### src/rtl/spi_reg_pkg.sv
// spi_reg_pkg: register addresses, frame field positions and FSM encoding for spi_reg_ctrl.
package spi_reg_pkg;
    localparam int FRAME_W         = 16;
    localparam int NUM_REGS        = 5;
    localparam int ADDR_EN_OUT_7_0 = 0;
    localparam int ADDR_EN_OUT_15_8 = 1;
    localparam int ADDR_EN_PWM_7_0 = 2;
    localparam int ADDR_EN_PWM_15_8 = 3;
    localparam int ADDR_PWM_DUTY   = 4;
    localparam int RW_BIT          = 15;
    localparam int ADDR_MSB        = 14;
    localparam int ADDR_LSB        = 8;
    typedef enum logic [1:0] {S_IDLE, S_DECODE, S_COMMIT} state_e;
endpackage

### src/rtl/spi_frame_fifo.sv
// spi_frame_fifo: synchronous frame FIFO with full/empty flags; extra pointer bit
// distinguishes full from empty.
module spi_frame_fifo #(
    parameter int DEPTH = 2,
    parameter int W     = 16
) (
    input  logic         clk,
    input  logic         rst,
    input  logic         push_i,
    input  logic [W-1:0] din_i,
    input  logic         pop_i,
    output logic [W-1:0] dout_o,
    output logic         full_o,
    output logic         empty_o
);
    localparam int AW = $clog2(DEPTH);
    logic [W-1:0] mem_q [DEPTH];
    logic [AW:0]  wptr_q, rptr_q;
    logic         do_push, do_pop;

    assign empty_o = wptr_q == rptr_q;
    assign full_o  = (wptr_q[AW] != rptr_q[AW]) && (wptr_q[AW-1:0] == rptr_q[AW-1:0]);
    assign do_push = push_i && !full_o;
    assign do_pop  = pop_i && !empty_o;
    assign dout_o  = mem_q[rptr_q[AW-1:0]];

    always_ff @(posedge clk or posedge rst) begin
        if (rst) begin
            wptr_q <= '0;
            rptr_q <= '0;
        end else begin
            if (do_push) wptr_q <= wptr_q + 1'b1;
            if (do_pop)  rptr_q <= rptr_q + 1'b1;
        end
    end

    always_ff @(posedge clk) begin
        if (do_push) mem_q[wptr_q[AW-1:0]] <= din_i;
    end
endmodule

### src/rtl/spi_reg_ctrl.sv
// spi_reg_ctrl: buffers SPI frames, decodes writes and commits them to the PWM/enable registers.
// Define SHADOW_UPDATE_EN to defer commits to pwm_period_tick via shadow registers.
module spi_reg_ctrl
    import spi_reg_pkg::*;
#(
    parameter int MAX_ADDR   = 4,
    parameter int FIFO_DEPTH = 2,
    parameter int DATA_W     = 8
) (
    input  logic              clk,
    input  logic              rst,
    input  logic              frame_valid,
    input  logic [15:0]       frame_data,
    output logic              frame_ready,
    input  logic              pwm_period_tick,
    output logic [DATA_W-1:0] en_reg_out_7_0,
    output logic [DATA_W-1:0] en_reg_out_15_8,
    output logic [DATA_W-1:0] en_reg_pwm_7_0,
    output logic [DATA_W-1:0] en_reg_pwm_15_8,
    output logic [DATA_W-1:0] pwm_duty_cycle,
    output logic [7:0]        err_count,
    output logic              busy
);
    state_e                           state_q, state_d;
    logic [FRAME_W-1:0]               hold_q, fifo_dout;
    logic [7:0]                       err_q;
    logic [NUM_REGS-1:0][DATA_W-1:0]  live_q;
    logic [NUM_REGS-1:0]              wsel;
    logic                             full, empty, pop, commit, err_inc, wr, addr_ok;
    logic [6:0]                       waddr;

    spi_frame_fifo #(.DEPTH(FIFO_DEPTH), .W(FRAME_W)) u_fifo (
        .clk(clk), .rst(rst),
        .push_i(frame_valid && frame_ready), .din_i(frame_data),
        .pop_i(pop), .dout_o(fifo_dout),
        .full_o(full), .empty_o(empty)
    );

    assign frame_ready = !full && !rst;
    assign wr          = hold_q[RW_BIT];
    assign waddr       = hold_q[ADDR_MSB:ADDR_LSB];
    assign addr_ok     = waddr <= 7'(MAX_ADDR);

    always_ff @(posedge clk or posedge rst) begin
        if (rst) state_q <= S_IDLE;
        else     state_q <= state_d;
    end

    always_comb begin
        state_d = state_q == S_IDLE   ? (empty ? S_IDLE : S_DECODE) :
                  state_q == S_DECODE ? (wr && addr_ok ? S_COMMIT : S_IDLE) : S_IDLE;
    end

    always_comb begin
        pop     = state_q == S_IDLE && !empty;
        commit  = state_q == S_COMMIT;
        err_inc = state_q == S_DECODE && wr && !addr_ok;
    end

    always_comb begin
        wsel = '0;
        for (int i = 0; i < NUM_REGS; i++) wsel[i] = commit && waddr == 7'(i);
    end

    always_ff @(posedge clk or posedge rst) begin
        if (rst) begin
            hold_q <= '0;
            err_q  <= '0;
        end else begin
            if (pop)     hold_q <= fifo_dout;
            if (err_inc) err_q  <= err_q + 8'(err_q != 8'hFF);
        end
    end

`ifdef SHADOW_UPDATE_EN
    logic [NUM_REGS-1:0][DATA_W-1:0] shadow_q;
    logic [NUM_REGS-1:0]             dirty_q;

    // A commit on a tick edge wins the dirty bit; the tick applies the older shadow value.
    always_ff @(posedge clk or posedge rst) begin
        if (rst) begin
            live_q   <= '0;
            shadow_q <= '0;
            dirty_q  <= '0;
        end else begin
            for (int i = 0; i < NUM_REGS; i++) begin
                if (wsel[i]) shadow_q[i] <= hold_q[DATA_W-1:0];
                dirty_q[i] <= wsel[i] ? 1'b1 : (pwm_period_tick ? 1'b0 : dirty_q[i]);
                if (pwm_period_tick && dirty_q[i]) live_q[i] <= shadow_q[i];
            end
        end
    end

    assign busy = !empty || state_q != S_IDLE || |dirty_q;
`else
    logic unused_tick;
    assign unused_tick = pwm_period_tick;

    always_ff @(posedge clk or posedge rst) begin
        if (rst) begin
            live_q <= '0;
        end else begin
            for (int i = 0; i < NUM_REGS; i++)
                if (wsel[i]) live_q[i] <= hold_q[DATA_W-1:0];
        end
    end

    assign busy = !empty || state_q != S_IDLE;
`endif

    assign en_reg_out_7_0  = live_q[ADDR_EN_OUT_7_0];
    assign en_reg_out_15_8 = live_q[ADDR_EN_OUT_15_8];
    assign en_reg_pwm_7_0  = live_q[ADDR_EN_PWM_7_0];
    assign en_reg_pwm_15_8 = live_q[ADDR_EN_PWM_15_8];
    assign pwm_duty_cycle  = live_q[ADDR_PWM_DUTY];
    assign err_count       = err_q;
endmodule
### config.mk
export PLATFORM = sky130hd
export DESIGN_NAME = spi_reg_ctrl
export DESIGN_NICKNAME = d
export VERILOG_FILES = /design/src/rtl/spi_reg_pkg.sv /design/src/rtl/spi_frame_fifo.sv /design/src/rtl/spi_reg_ctrl.sv
export SDC_FILE = /design/constraint.sdc
export NUM_CORES = 1
export LEC_CHECK = 0
export ABC_AREA = 1
export CORE_UTILIZATION = 53
export DETAILED_ROUTE_END_ITERATION = 8
export GPL_TIMING_DRIVEN = 0
export PLACE_DENSITY_LB_ADDON = 0.25
export SYNTH_ARGS = -nofsm -noshare
export SYNTH_HDL_FRONTEND = slang
export SYNTH_SLANG_ARGS = --single-unit
### constraint.sdc
create_clock -name clk -period 2.7 [get_ports clk]
set_clock_uncertainty 0.05 [all_clocks]
set_input_delay 0.54 -clock clk [delete_from_list [all_inputs] [get_ports clk]]
set_output_delay 0.54 -clock clk [all_outputs]
set_load 0.01 [all_outputs]
==> flow_summary_export.csv, run 1 <==
group,metric,value,unit
run_status,status,"finished clean",
clocking,clock-sinks,102,
routing,avgRoutedWirePerCell,13.3,um
power_and_ir_drop,ir_worst_vdd,0.476,mV
global_routing,gr-total-overflow,0,
clocking,htreeDepth,3,
floorplan,die_w,91.3,um
floorplan,initial_core_util,54.7,%
worst_setup_path,required,2.65,ns
worst_setup_path,cp.buffers_inverters,2,
worst_setup_path,crit_type,"in -> reg",
sta,rsz0062_at_grt,"no",
routing,dr.first_iter.drc_count,141,
floorplan,core_area,7730,um^2
routing,antenna_left,0,
global_routing,grt_pass1_wl,12.7,mm
cells_and_area,seqCellArea,2710,um^2
clocking,post_cts_buffers,0,
global_routing,grt_usage,19.8,%
sta,report.final.slew_viol_count,0,
routing,num_vias,2780,
routing,dr.pass1.iters,4,
yosys,synth-seq-cells,102,
flow_run,maxCapViolations,0,
clocking,clk_pin_slew,0.09,ns
clocking,cts_made_buffers,9,
routing,routed.top_layer,"met4",
worst_setup_path,critical_path.cell_chain,"clkdlybuf4s50_1 > clkinvlp_4 > nand3_1 > nor2_2",
yosys,synth-seq-area-share,64.1,%
floorplan,rows,32,
worst_setup_path,start_kind,"input port",
sta,finalSetupViolations,0,
worst_setup_path,critPathArrivalTime,2.36,ns
worst_setup_path,critical_path.max_fanout,30,
clocking,cts_resized,0,
clocking,root_buffer,"clkbuf_8",
clocking,clockBufferDepth,2,
place,dpl.hpwl,5.34,mm
routing,drcViolationCount,0,
power_and_ir_drop,cellPowerDensity,885,nW/um^2
routing,met2RoutedLength,3.61,mm
sta,clock.fmax,0.414,GHz
routing,met3_length,235,um
cells_and_area,drive_above_1_share,15.7,%
sta,hold_violations,0,
sta,tightestPinTransition,0.773,ns
cells_and_area,fill_cells,604,
worst_setup_path,critPathCaptureType,"flip-flop",
power_and_ir_drop,leakage,2.23,nW
sta,fin_crit_sh,89.4,%
worst_hold_path,hold_path.class,"reg -> reg",
yosys,yosysUniqueCellTypes,29,
place,place.gp.congestion,0.796,
cells_and_area,multi_input_area,1350,um^2
floorplan,die_y,91.3,um
global_routing,grt_max_degree,45,
clocking,hold_buffers,0,
routing,wl,7.31,mm
floorplan,die_area,8340,um^2
cells_and_area,area_delta_synth_final,24.1,%
sta,hold_ws,0.439,ns
yosys,syn_avg_cell_area,11.7,um^2
sta,fin_setup_tns,0,ns
routing,wl_met1,3.32,mm
yosys,syn_nets,384,
routing,vias_per_cell,5.06,
yosys,postSynthCellCount,362,
worst_setup_path,max_stage_delay,0.64,ns
floorplan,io_pins,70,
worst_setup_path,cp_top_family,"buffers and inverters",
place,port_buffers,68,
global_routing,grt_pass1_vias,2644,
sta,slew_headroom,48.4,%
cells_and_area,fin_nets,464,
sta,min_period,2.41,ns
clocking,clk_latency,0.37,ns
clocking,cts_tree,"built",
global_routing,antenna_found_initial,0,
yosys,netlist_area,4230,um^2
yosys,ys_warn_count,0,
cells_and_area,antenna_cells,0,
worst_setup_path,crit_path_top_delay_cell,"nor2_2",
## layout by cell type (no fill, tap or decap), drive strengths merged
cell	instances
clkbuf	12
buf	11
a21oi	1
nand4	4
nor3	3
inv	21
nand2	101
xor2	4
clkinvlp	2
nor2	14
o21ai	57
nand3b	3
ha	2
dfrtp	70
edfxtp	32
nand3	19
clkinv	3
clkdlybuf4s50	68
mux2i	16
xnor2	4
## metrics by stage
step,instance area (um^2),instances,power (mW),util (%),setup slack [ns]
final,5250,549,4.65,68.0,0.285
after global routing,5250,549,4.96,68.0,0.0174
after CTS,5250,549,4.69,68.0,0.203
after detailed placement,5060,533,3.80,65.5,-0.190
after global placement,5040,532,3.74,65.3,-1.00
after floorplan,4240,362,3.30,-,0.154
## worst register-to-register path, cell delays in order, from the launching register on
cell      delay, ns
dfrtp_1        0.45
nand2_1        0.10
nor2_1         0.27
nand3_1        0.11
nand3b_1       0.17
ha_1           0.22
ha_1           0.24
nand3_1        0.11
xor2_1         0.15
nand3_1        0.09
nand2_1        0.08
## logic make-up after synthesis
kind of cell | after synthesis | share of synthesized area (%)
simple gates | 144 | 16.5
flops | 102 | 64.1
compound gates | 58 | 8.99
buf+inv | 32 | 4.14
mux | 16 | 3.79
xor+xnor | 8 | 1.83
fa+ha+maj | 2 | 0.591
## routing by layer
| metal | global-route usage [%] | vias to the layer above |
|---|---|---|
| met2 | 32.5 | 55 |
| met3 | 3.52 | 12 |
| met4 | 8.33 | 0 |
| li1 | - | 1386 |
| met5 | 0 | - |
| met1 | 26.1 | 1327 |
## flip-flops by register name, summed over array words and instances (netlist names)
name / count
en_reg_pwm_7_0: 8
u_fifo.wptr_q: 2
err_count: 8
state_q: 2
en_reg_out_7_0: 8
u_fifo.rptr_q: 2
u_fifo.mem_q: 32
hold_q: 16
pwm_duty_cycle: 8
en_reg_out_15_8: 8
en_reg_pwm_15_8: 8
## worst paths after layout
| check | from | end | slack (ns) | cells after the start |
|---|---|---|---|---|
| max in group asynchronous | rst | pwm_duty_cycle[1]$_DFFE_PP0P_ | 1.40 | 3 |
| worst max-delay path | rst | u_fifo.mem_q[1][9]$_DFFE_PP_ | 0.29 | 4 |
| worst min register to register | pwm_duty_cycle[2]$_DFFE_PP0P_ | pwm_duty_cycle[2]$_DFFE_PP0P_ | 0.44 | 2 |
| worst min-delay path | pwm_duty_cycle[2]$_DFFE_PP0P_ | pwm_duty_cycle[2]$_DFFE_PP0P_ | 0.44 | 2 |
| min in group asynchronous | rst | u_fifo.wptr_q[0]$_DFFE_PP0P_ | 0.58 | 2 |
| worst max register to register | err_count[2]$_DFFE_PP0P_ | err_count[4]$_DFFE_PP0P_ | 0.61 | 10 |
## cell type report
| type | count | area share (%) |
|---|---|---|
| plain buffers | 10 | 1.76 |
| clock buffers | 12 | 2.98 |
| clock inverters | 4 | 0.572 |
| inverters | 22 | 1.64 |
| multi-input cells | 228 | 25.6 |
| flip-flops and latches | 102 | 51.7 |
| well taps | 102 | 2.43 |
| repair buffers | 69 | 13.3 |
## synth_stat cells
master / count / share of area, %
xor2_1: 4 / 0.83
edfxtp_1: 32 / 23
inv_2: 1 / 0.089
nand2_2: 5 / 0.74
nor2_8: 1 / 0.47
buf_2: 2 / 0.24
o21ai_1: 33 / 3.9
nor2_2: 2 / 0.30
o21ai_2: 24 / 5.0
buf_4: 2 / 0.35
buf_6: 6 / 1.6
nand2_1: 95 / 8.4
dfrtp_1: 70 / 41
nor2_4: 3 / 0.80
nand3b_1: 3 / 0.53
inv_1: 21 / 1.9
xnor2_2: 1 / 0.38
xnor2_1: 3 / 0.62
nand3_2: 2 / 0.47
nand3_1: 15 / 1.8
nor3_4: 1 / 0.38
a21oi_1: 1 / 0.12
mux2i_1: 16 / 3.8
nand4_1: 4 / 0.59
nand2_4: 1 / 0.27
nor3_1: 2 / 0.24
nor2_1: 8 / 0.71
nand3_4: 2 / 0.83
ha_1: 2 / 0.59
## where the power goes
| group | total [mW] | internal, mW | switching, mW | leakage [nW] |
|---|---|---|---|---|
| Clock | 0.905 | 0.394 | 0.512 | 0.0917 |
| Sequential | 2.13 | 1.91 | 0.218 | 1.23 |
| Combinational | 1.61 | 0.636 | 0.974 | 0.911 |
(Power assumes the default switching activity.)
==> run 2, diff against run 1 <==
- CAP_MARGIN: unset -> 0
==> results of run 2 <==
The final DEF is identical to that of run 1; final timing and power are the same.
==> run 3, diff against run 2 <==
- RECOVER_POWER: unset -> 25
==> run 3 against run 2 <==
Effect of this change: clock power hardly changed; hold slack hardly changed; register-to-register slack hardly changed; utilization is 0.26 points lower; combinational power hardly changed; critical path type unchanged; critical endpoint unchanged; largest cell class unchanged.
==> flow_summary_export.csv, run 3 (same netlist as run 1, synthesis figures left out) <==
group,metric,value,unit
worst_setup_path,max_stage_delay,0.64,ns
global_routing,grt_pass1_wl,12.7,mm
routing,drcViolationCount,0,
cells_and_area,mostFrequentLayoutCells,"nand2_1 (96), dfrtp_1 (70), clkdlybuf4s50_1 (52), o21ai_1 (33), edfxtp_1 (32)",
cells_and_area,design_area,5230,um^2
clocking,cts_resized,0,
worst_setup_path,critPathArrivalTime,2.34,ns
global_routing,antenna_found_initial,0,
routing,avgRoutedWirePerCell,13.3,um
place,dpl.cell_count,533,
cells_and_area,area_delta_synth_final,23.7,%
floorplan,initial_core_util,54.7,%
sta,min_period,2.39,ns
worst_hold_path,hold_start,"pwm_duty_cycle[2]$_DFFE_PP0P_",
floorplan,die_w,91.3,um
worst_setup_path,critPathLaunch,"rst",
worst_setup_path,critical_path.cell_chain,"clkdlybuf4s50_1 > clkinvlp_4 > nand3_1 > nor2_2",
sta,finalSetupViolations,0,
routing,dr.pass1.iters,4,
worst_setup_path,required,2.65,ns
sta,hold_violations,0,
floorplan,core_area,7730,um^2
global_routing,grt_max_degree,45,
cells_and_area,instances_no_fill,549,
place,dpl_worst_slack,-0.190,ns
sta,clock.fmax,0.419,GHz
worst_setup_path,critPathCaptureType,"flip-flop",
cells_and_area,fin_nets,464,
global_routing,grt_usage,19.8,%
clocking,clk_latency,0.37,ns
floorplan,die_area,8340,um^2
worst_setup_path,r2r-start,"err_count[2]$_DFFE_PP0P_",
sta,fin_crit_sh,88.5,%
worst_setup_path,r2r_cells,10,
power_and_ir_drop,p_total,4.62,mW
worst_setup_path,rr_endpoint,"err_count[4]$_DFFE_PP0P_",
place,place.gp.congestion,0.796,
sta,tightestPinTransition,1.06,ns
place,postPlaceCellArea,5060,um^2
clocking,clock-sinks,102,
worst_setup_path,start_kind,"input port",
place,port_buffers,68,
worst_setup_path,crit_type,"in -> reg",
worst_hold_path,hold_path.class,"reg -> reg",
worst_setup_path,crit_path_top_delay_cell,"nor2_2",
sta,setup_ws,0.311,ns
cells_and_area,largest_reg_flops,32,
worst_setup_path,critical_path.max_fanout,30,
flow_run,maxCapViolations,0,
sta,report.final.slew_viol_count,0,
sta,hold_ws,0.439,ns
routing,dr.first_iter.drc_count,138,
clocking,root_buffer,"clkbuf_8",
routing,vias_per_cell,5.07,
clocking,cts_made_buffers,9,
floorplan,io_pins,70,
floorplan,die_y,91.3,um
clocking,hold_buffers,0,
place,dpl.hpwl,5.34,mm
cells_and_area,drive_above_1_share,15.2,%
routing,wl,7.30,mm
global_routing,gr-total-overflow,0,
clocking,post_cts_buffers,0,
run_status,status,"finished clean",
routing,antenna_left,0,
clocking,cts_tree,"built",
cells_and_area,antenna_cells,0,
power_and_ir_drop,cellPowerDensity,884,nW/um^2
floorplan,rows,32,
cells_and_area,final_common_cell,"nand2_1",
sta,rsz0062_at_grt,"no",
worst_hold_path,holdPathEnd,"pwm_duty_cycle[2]$_DFFE_PP0P_",
cells_and_area,fill_cells,606,
global_routing,grt_pass1_vias,2644,
routing,num_vias,2785,
clocking,clk_pin_slew,0.09,ns
power_and_ir_drop,leakage,2.23,nW
clocking,htreeDepth,3,
clocking,clockBufferDepth,2,
sta,slew_headroom,29.4,%
worst_setup_path,ff2ff_setup_slack,0.62,ns
power_and_ir_drop,ir_worst_vdd,0.474,mV
worst_hold_path,min_delay_path_depth,2,
run 3: critical path, delay by kind of cell:
kind          cells  cell delay, ns
buf+inv           2            0.91
simple gates      2            0.88
run 3: stage by stage:
stage                     utilization (%)  TNS [ns]
after floorplan                         -         0
after global placement               65.3    -31.08
after global routing                 67.7         0
after detailed placement             65.5     -4.49
after CTS                            68.0         0
final                                67.7         0
run 3: metal layers:
layer	vias to the layer above	GRT usage, %	routed length (um)	share of wire, %
met5	-	0	0	0
met4	0	8.33	143	2.0
met3	12	3.52	251	3.4
met2	63	32.5	3600	49
met1	1323	26.1	3310	45
li1	1387	-	-	-
run 3: worst max-delay path by stage:
stage	depth (start not counted)	slack, ns	endpoint
after global routing	4	0.04	u_fifo.mem_q[1][6]$_DFFE_PP_
after floorplan	3	0.15	u_fifo.mem_q[0][0]$_DFFE_PP_
after CTS	4	0.20	u_fifo.mem_q[1][8]$_DFFE_PP_
after global placement	4	-1.00	u_fifo.mem_q[0][7]$_DFFE_PP_
final	4	0.31	u_fifo.mem_q[1][9]$_DFFE_PP_
after detailed placement	4	-0.19	u_fifo.mem_q[1][7]$_DFFE_PP_
run 3: layout make-up:
type,instances,area (um^2),share of cell area (%)
tap,102,128,2.44
clock buffer,12,156,2.99
inverter,22,86.3,1.65
multi-input combinational,228,1340,25.6
timing repair buffer,69,686,13.1
clock inverter,4,30.0,0.574
buffer,10,92.6,1.77
sequential,102,2710,51.9
run 3: report_power, final:
group          internal, mW  total, mW  switching [mW]
registers              1.91       2.13           0.215
clock network         0.394      0.904           0.510
logic                 0.623       1.59           0.969
total                  2.93       4.62            1.69
